### config.mk
export PLATFORM = sky130hd
export DESIGN_NAME = dac_write_arbiter
export DESIGN_NICKNAME = d
export VERILOG_FILES = /design/src/rtl/dac_write_arbiter.sv
export SDC_FILE = /design/constraint.sdc
export NUM_CORES = 1
export LEC_CHECK = 0
export ABC_CLOCK_PERIOD_IN_PS = 2830
export BUFFER_PORTS_ARGS = -buffer_cell sky130_fd_sc_hd__buf_2
export CAP_MARGIN = 0
export CORE_AREA = 8 8 78 80
export CTS_CLUSTER_DIAMETER = 50
export DETAILED_ROUTE_END_ITERATION = 12
export DIE_AREA = 0 0 86 88
export PLACE_DENSITY_LB_ADDON = 0.12
export SLEW_MARGIN = 20
export SYNTH_ARGS = -nofsm -noshare
export SYNTH_HDL_FRONTEND = slang
export SYNTH_SLANG_ARGS = --single-unit
### constraint.sdc
create_clock -name clk -period 2.83 [get_ports clk]
set_clock_uncertainty 0.05 [all_clocks]
set_input_delay 0.566 -clock clk [delete_from_list [all_inputs] [get_ports clk]]
set_output_delay 0.566 -clock clk [all_outputs]
set_load 0.05 [all_outputs]
### src/rtl/dac_write_arbiter.sv
// Round-robin arbiter that lets several requesters share one DAC8411 frame writer.
// A grant captures the winner's code, strobes the writer, waits for its busy window
// (or a timeout), reports completion and then enforces an idle gap before the next grant.
module dac_write_arbiter #(
    parameter int unsigned NUM_REQ        = 2,
    parameter int unsigned DAC_WIDTH      = 16,
    parameter int unsigned GAP_CYCLES     = 4,
    parameter int unsigned TIMEOUT_CYCLES = 64,
    localparam int unsigned IdxW          = (NUM_REQ > 1) ? $clog2(NUM_REQ) : 1
) (
    input  logic                           clk,
    input  logic                           areset,
    input  logic [NUM_REQ-1:0]             req,
    input  logic [NUM_REQ*DAC_WIDTH-1:0]   req_data,
    output logic [NUM_REQ-1:0]             ack,
    output logic [NUM_REQ-1:0]             done,
    output logic [DAC_WIDTH-1:0]           dac_data,
    output logic                           dac_start,
    input  logic                           dac_busy,
    output logic [IdxW-1:0]                grant_idx,
    output logic                           timeout_err,
    input  logic                           err_clr,
    output logic [15:0]                    write_count
);

    localparam int unsigned TmoW = $clog2(TIMEOUT_CYCLES + 1);
    localparam int unsigned GapW = (GAP_CYCLES > 1) ? $clog2(GAP_CYCLES + 1) : 1;

    typedef enum logic [2:0] {
        StIdle,
        StStart,
        StWaitBusy,
        StWaitDone,
        StGap
    } state_e;

    state_e                 state_q, state_d;
    state_e                 after_frame;
    logic                   armed_q;
    logic [TmoW-1:0]        tmo_q, tmo_d;
    logic [GapW-1:0]        gap_q, gap_d;
    logic [IdxW-1:0]        grant_q, grant_d;
    logic [DAC_WIDTH-1:0]   data_q, data_d;
    logic [NUM_REQ-1:0]     done_q, done_d;
    logic                   err_q, err_d;
    logic [15:0]            write_count_q, write_count_d;

    logic                   found;
    logic [IdxW-1:0]        winner;
    logic [IdxW-1:0]        cand;
    int unsigned            rr_idx;
    logic [DAC_WIDTH-1:0]   win_data;

    // With no gap configured a finished frame drops straight back to idle.
    assign after_frame = (GAP_CYCLES == 0) ? StIdle : StGap;

    // Round-robin search starting just after the last granted requester.
    always_comb begin
        found  = 1'b0;
        winner = grant_q;
        rr_idx = 0;
        cand   = '0;
        for (int unsigned k = 1; k <= NUM_REQ; k++) begin
            rr_idx = (32'(grant_q) + k) % NUM_REQ;
            cand   = IdxW'(rr_idx);
            if (!found && req[cand]) begin
                found  = 1'b1;
                winner = cand;
            end
        end
    end

    // Select the winner's code slice.
    always_comb begin
        win_data = '0;
        for (int unsigned k = 0; k < NUM_REQ; k++) begin
            if (IdxW'(k) == winner) begin
                win_data = req_data[k*DAC_WIDTH +: DAC_WIDTH];
            end
        end
    end

    // Next-state logic for the frame sequencer and its counters.
    always_comb begin
        state_d       = state_q;
        tmo_d         = tmo_q;
        gap_d         = gap_q;
        grant_d       = grant_q;
        data_d        = data_q;
        done_d        = '0;
        err_d         = err_q;
        write_count_d = write_count_q;

        // Clear first so a timeout on the same edge overrides it.
        if (err_clr) begin
            err_d = 1'b0;
        end

        unique case (state_q)
            StIdle: begin
                // armed_q holds off the first grant for one edge after reset release.
                if (armed_q && found) begin
                    grant_d = winner;
                    data_d  = win_data;
                    tmo_d   = '0;
                    state_d = StStart;
                end
            end
            StStart: begin
                tmo_d   = tmo_q + 1'b1;
                state_d = StWaitBusy;
            end
            StWaitBusy: begin
                if (dac_busy) begin
                    state_d = StWaitDone;
                end else if (tmo_q == TmoW'(TIMEOUT_CYCLES - 1)) begin
                    err_d           = 1'b1;
                    done_d[grant_q] = 1'b1;
                    gap_d           = '0;
                    state_d         = after_frame;
                end else begin
                    tmo_d = tmo_q + 1'b1;
                end
            end
            StWaitDone: begin
                if (!dac_busy) begin
                    done_d[grant_q] = 1'b1;
                    write_count_d   = write_count_q + 16'd1;
                    gap_d           = '0;
                    state_d         = after_frame;
                end
            end
            StGap: begin
                if (gap_q == GapW'(GAP_CYCLES - 1)) begin
                    state_d = StIdle;
                end else begin
                    gap_d = gap_q + 1'b1;
                end
            end
            default: begin
                state_d = StIdle;
            end
        endcase
    end

    // State and datapath registers; reset forces everything idle immediately.
    always_ff @(posedge clk or posedge areset) begin
        if (areset) begin
            state_q       <= StIdle;
            armed_q       <= 1'b0;
            tmo_q         <= '0;
            gap_q         <= '0;
            grant_q       <= IdxW'(NUM_REQ - 1);
            data_q        <= '0;
            done_q        <= '0;
            err_q         <= 1'b0;
            write_count_q <= '0;
        end else begin
            state_q       <= state_d;
            armed_q       <= 1'b1;
            tmo_q         <= tmo_d;
            gap_q         <= gap_d;
            grant_q       <= grant_d;
            data_q        <= data_d;
            done_q        <= done_d;
            err_q         <= err_d;
            write_count_q <= write_count_d;
        end
    end

    // The ack pulse and the start strobe both mark the single START cycle.
    always_comb begin
        ack = '0;
        if (state_q == StStart) begin
            ack[grant_q] = 1'b1;
        end
    end

    assign dac_start   = (state_q == StStart);
    assign done        = done_q;
    assign dac_data    = data_q;
    assign grant_idx   = grant_q;
    assign timeout_err = err_q;
    assign write_count = write_count_q;

endmodule

==> summary.txt <==
Logic synthesis
  – Post-Synth Simple-Gate Area: 15.8%
  – Seq/Total Area, Yosys: 52.8%
  – Compound-cell area share of the yosys netlist: between 10% and 20%
  – Post-synthesis xor/xnor area fraction: 5.91%
  – Synth warn: 0
  – Number of synthesized register bits: 50
  – Syn_area_per_cell: 10.9 um^2
  – Distinct cells, synth: 44
  – EDFF count, synth: 0
  – Top_reg_cell synth: dfrtp_1
  – Main combinational cell family by area after synthesis: simple AND/OR/NAND/NOR gates
  – Synth Area in Adders: 2.11%
  – Post-Syn Nets: 260
  – Cells after Synth: 218
  – FFs w/ async S/R, synth: 100%
  – Cell area after synthesis: roughly 2400 um^2
  – Multiplexer area fraction after synthesis: 8.07%

Layout
  – Share of cells above drive strength 1: 33.4%
  – Fin area: 2910 um^2
  – Core Util, Final: 59.2%
  – Area growth syn-to-layout: 22.7%
  – Filler Cells Inserted: 442
  – Layout Nets: 337
  – Antenna Cells: 0

Placement
  – I/O Buffers: 76
  – DP HPWL: 3920 um
  – GPL Wtd Cong: 0.773
  – Placed cell areas: between 2000 and 3000 um^2

Clocking
  – Max Root-Sink Buffers: 2
  – CTS Sinks: 50
  – H-tree depth: 2
  – Clock slew at reported path FFs: 0.09 ns
  – PostCTS Resize Cnt: 0
  – CTS tree: built
  – Post-CTS setup buffer count: 0
  – Root Buffer: clkbuf_8
  – TritonCTS buffer count: 5
  – Hold buffers post-CTS: 0
  – Clk_lat worst skew: 0.30 ns

Timing
  – Max-slew violations: 0
  – RSZ-0062 raised after global routing: no
  – Max Clk Rate: 0.413 GHz
  – Final setup TNS: 0 ns
  – Worst-Margin Slew: around 0.63 ns
  – Final Hold Viols: 0
  – Slew HR: approximately 58%
  – Final setup viols: 0
  – Tcrit/Tclk final: 85.6%
  – Minimum clock period: between 2 and 2.5 ns

Die
  – Chip Height: slightly below 90 um
  – Core area: 4910 um^2
  – Die Wd: approximately 86 um
  – Rows: 26
  – Starting density of the core: 48.3%
  – Die Area: 7570 um^2
  – I/O Pins: 77

Global route
  – GR Overflow Total: 0
  – Vias in the first global route: 1,870
  – Initial antenna violation count: 0
  – Total GRT Usage: 13.3%
  – First-pass GRT wire length: 8050 um
  – Pin count of the biggest net entering global routing: 30

Power
  – Max VDD drop: 0.523 mV
  – Leakage: 1.49 nW
  – Pwr/cell area: 1020 nW/um^2

Routing
  – Average wire per standard cell: roughly 13 um
  – DRC Markers: 0
  – Pre-antenna DRT Iters: 4
  – WL final: 4930 um
  – Vias/cell: 4.92
  – Antenna-violating nets left: 0
  – Routed vias: about 1,800
  – DR iter-0 viols: 46

Setup path
  – CP endpoint kind: output port
  – Data arrival time of the critical path: 1.81 ns
  – Worst Path Max Fanout: 12
  – Critical Path Start Type: register
  – Crit path kind: register to output port
  – CP required: 2.21 ns

Run status
  – Status: finished clean

Worst hold path
  – Hold Path Class: input port to asynchronous set/reset pin

Flow run
  – # Max-Cap Violations: 0
cell usage in the layout (no fill, tap or decap), types with 3 or more instances in the layout:
| cell type | instances |
|---|---|
| buf_2 | 76 |
| dfrtp_1 | 49 |
| nand2_1 | 26 |
| o21ai_0 | 21 |
| mux2i_1 | 18 |
| nor2_1 | 11 |
| xnor2_1 | 11 |
| inv_1 | 7 |
| clkbuf_8 | 6 |
| xor2_1 | 5 |
| ha_1 | 4 |
| buf_4 | 4 |
| o31ai_2 | 3 |
| nand2b_1 | 3 |
| a21oi_1 | 3 |
| nand3_1 | 3 |
| a31oi_1 | 3 |
| and3_1 | 3 |
| nand4_1 | 3 |
| and4_1 | 3 |
Yosys cell counts, types with 3 or more instances:
master	number	area (um^2)
o31ai_2	3	37.5
and4_1	3	26.3
and3_1	3	18.8
a21oi_1	3	15.0
xor2_1	5	43.8
inv_1	8	30.0
nor2_1	11	41.3
nand4_1	3	18.8
ha_1	4	50.1
o21ai_0	22	110
nand2b_1	3	18.8
clkbuf_1	4	15.0
xnor2_1	11	96.3
nand3_1	3	15.0
a31oi_1	3	18.8
buf_4	3	22.5
mux2i_1	18	180
dfrtp_1	49	1230
nand2_1	26	97.6
stage by stage:
step,power (mW),hold WS [ns],std cells,setup WS [ns]
finish,2.97,0.174,366,0.407
global route,3.18,0.181,366,0.274
CTS,3.01,0.176,366,0.398
detailed placement,2.59,0.414,358,0.742
global placement,2.56,0.407,358,0.761
floorplan,2.27,0.407,218,0.511
per-layer routing:
| metal | routed length (um) | global-route usage (%) | up-vias |
|---|---|---|---|
| li1 | - | - | 913 |
| met1 | 2220 | 14.9 | 829 |
| met2 | 2360 | 22.3 | 55 |
| met3 | 327 | 5.82 | 2 |
| met4 | 21 | 3.98 | 0 |
| met5 | 0 | 0 | - |
path summary, 6_finish.rpt:
path | from | endpoint | slack (ns) | cells past startpoint
setup / recovery | state_q[2]$_DFFE_PP0P_ | ack[1] | 0.41 | 4
hold / removal | areset | write_count[5]$_DFFE_PP0P_ | 0.17 | 2
setup reg to reg | state_q[2]$_DFFE_PP0P_ | write_count[14]$_DFFE_PP0P_ | 0.93 | 4
hold reg to reg | write_count[15]$_DFFE_PP0P_ | write_count[15]$_DFFE_PP0P_ | 0.42 | 1
max in group asynchronous | areset | grant_idx$_DFFE_PP1P_ | 1.93 | 3
min in group clk | write_count[15]$_DFFE_PP0P_ | write_count[15]$_DFFE_PP0P_ | 0.42 | 1
area by class of cell:
| cell class | count | area (um^2) | area share, % |
|---|---|---|---|
| Inverter | 9 | 33.8 | 1.16 |
| Tap cell | 70 | 87.6 | 3.01 |
| Timing Repair Buffer | 80 | 410 | 14.1 |
| Clock buffer | 6 | 82.6 | 2.84 |
| Clock inverter | 2 | 12.5 | 0.430 |
| Sequential cell | 50 | 1250 | 43.0 |
| Multi-Input combinational cell | 149 | 1030 | 35.4 |
sequential cells by signal, summed over array words and instances (netlist names):
register,cells
state_q,3
tmo_q,7
write_count,16
grant_idx,1
timeout_err,1
gap_q,3
dac_data,16
armed_q,1
done,2
report_power, final:
| part | leakage [nW] | internal, mW | switching [mW] |
|---|---|---|---|
| Sequential | 0.650 | 0.940 | 0.210 |
| Clock | 0.0472 | 0.197 | 0.222 |
| Combinational | 0.794 | 0.417 | 0.989 |
| Total | 1.49 | 1.55 | 1.42 |
logic make-up (layout without fill, tap and decap cells):
group,count (synthesis),in the layout
simple gates,67,67
mux,19,19
compound gates,42,42
other cells,1,1
xor+xnor,16,16
flops,50,50
fa+ha+maj,4,4
buf+inv,19,97
critical path, cell delays in order, from the launching register on:
cell     delay [ns]
dfrtp_1        0.52
or3b_1         0.51
inv_2          0.11
and2_1         0.12
buf_2          0.25
No activity file was read; power rests on OpenSTA's default activity.
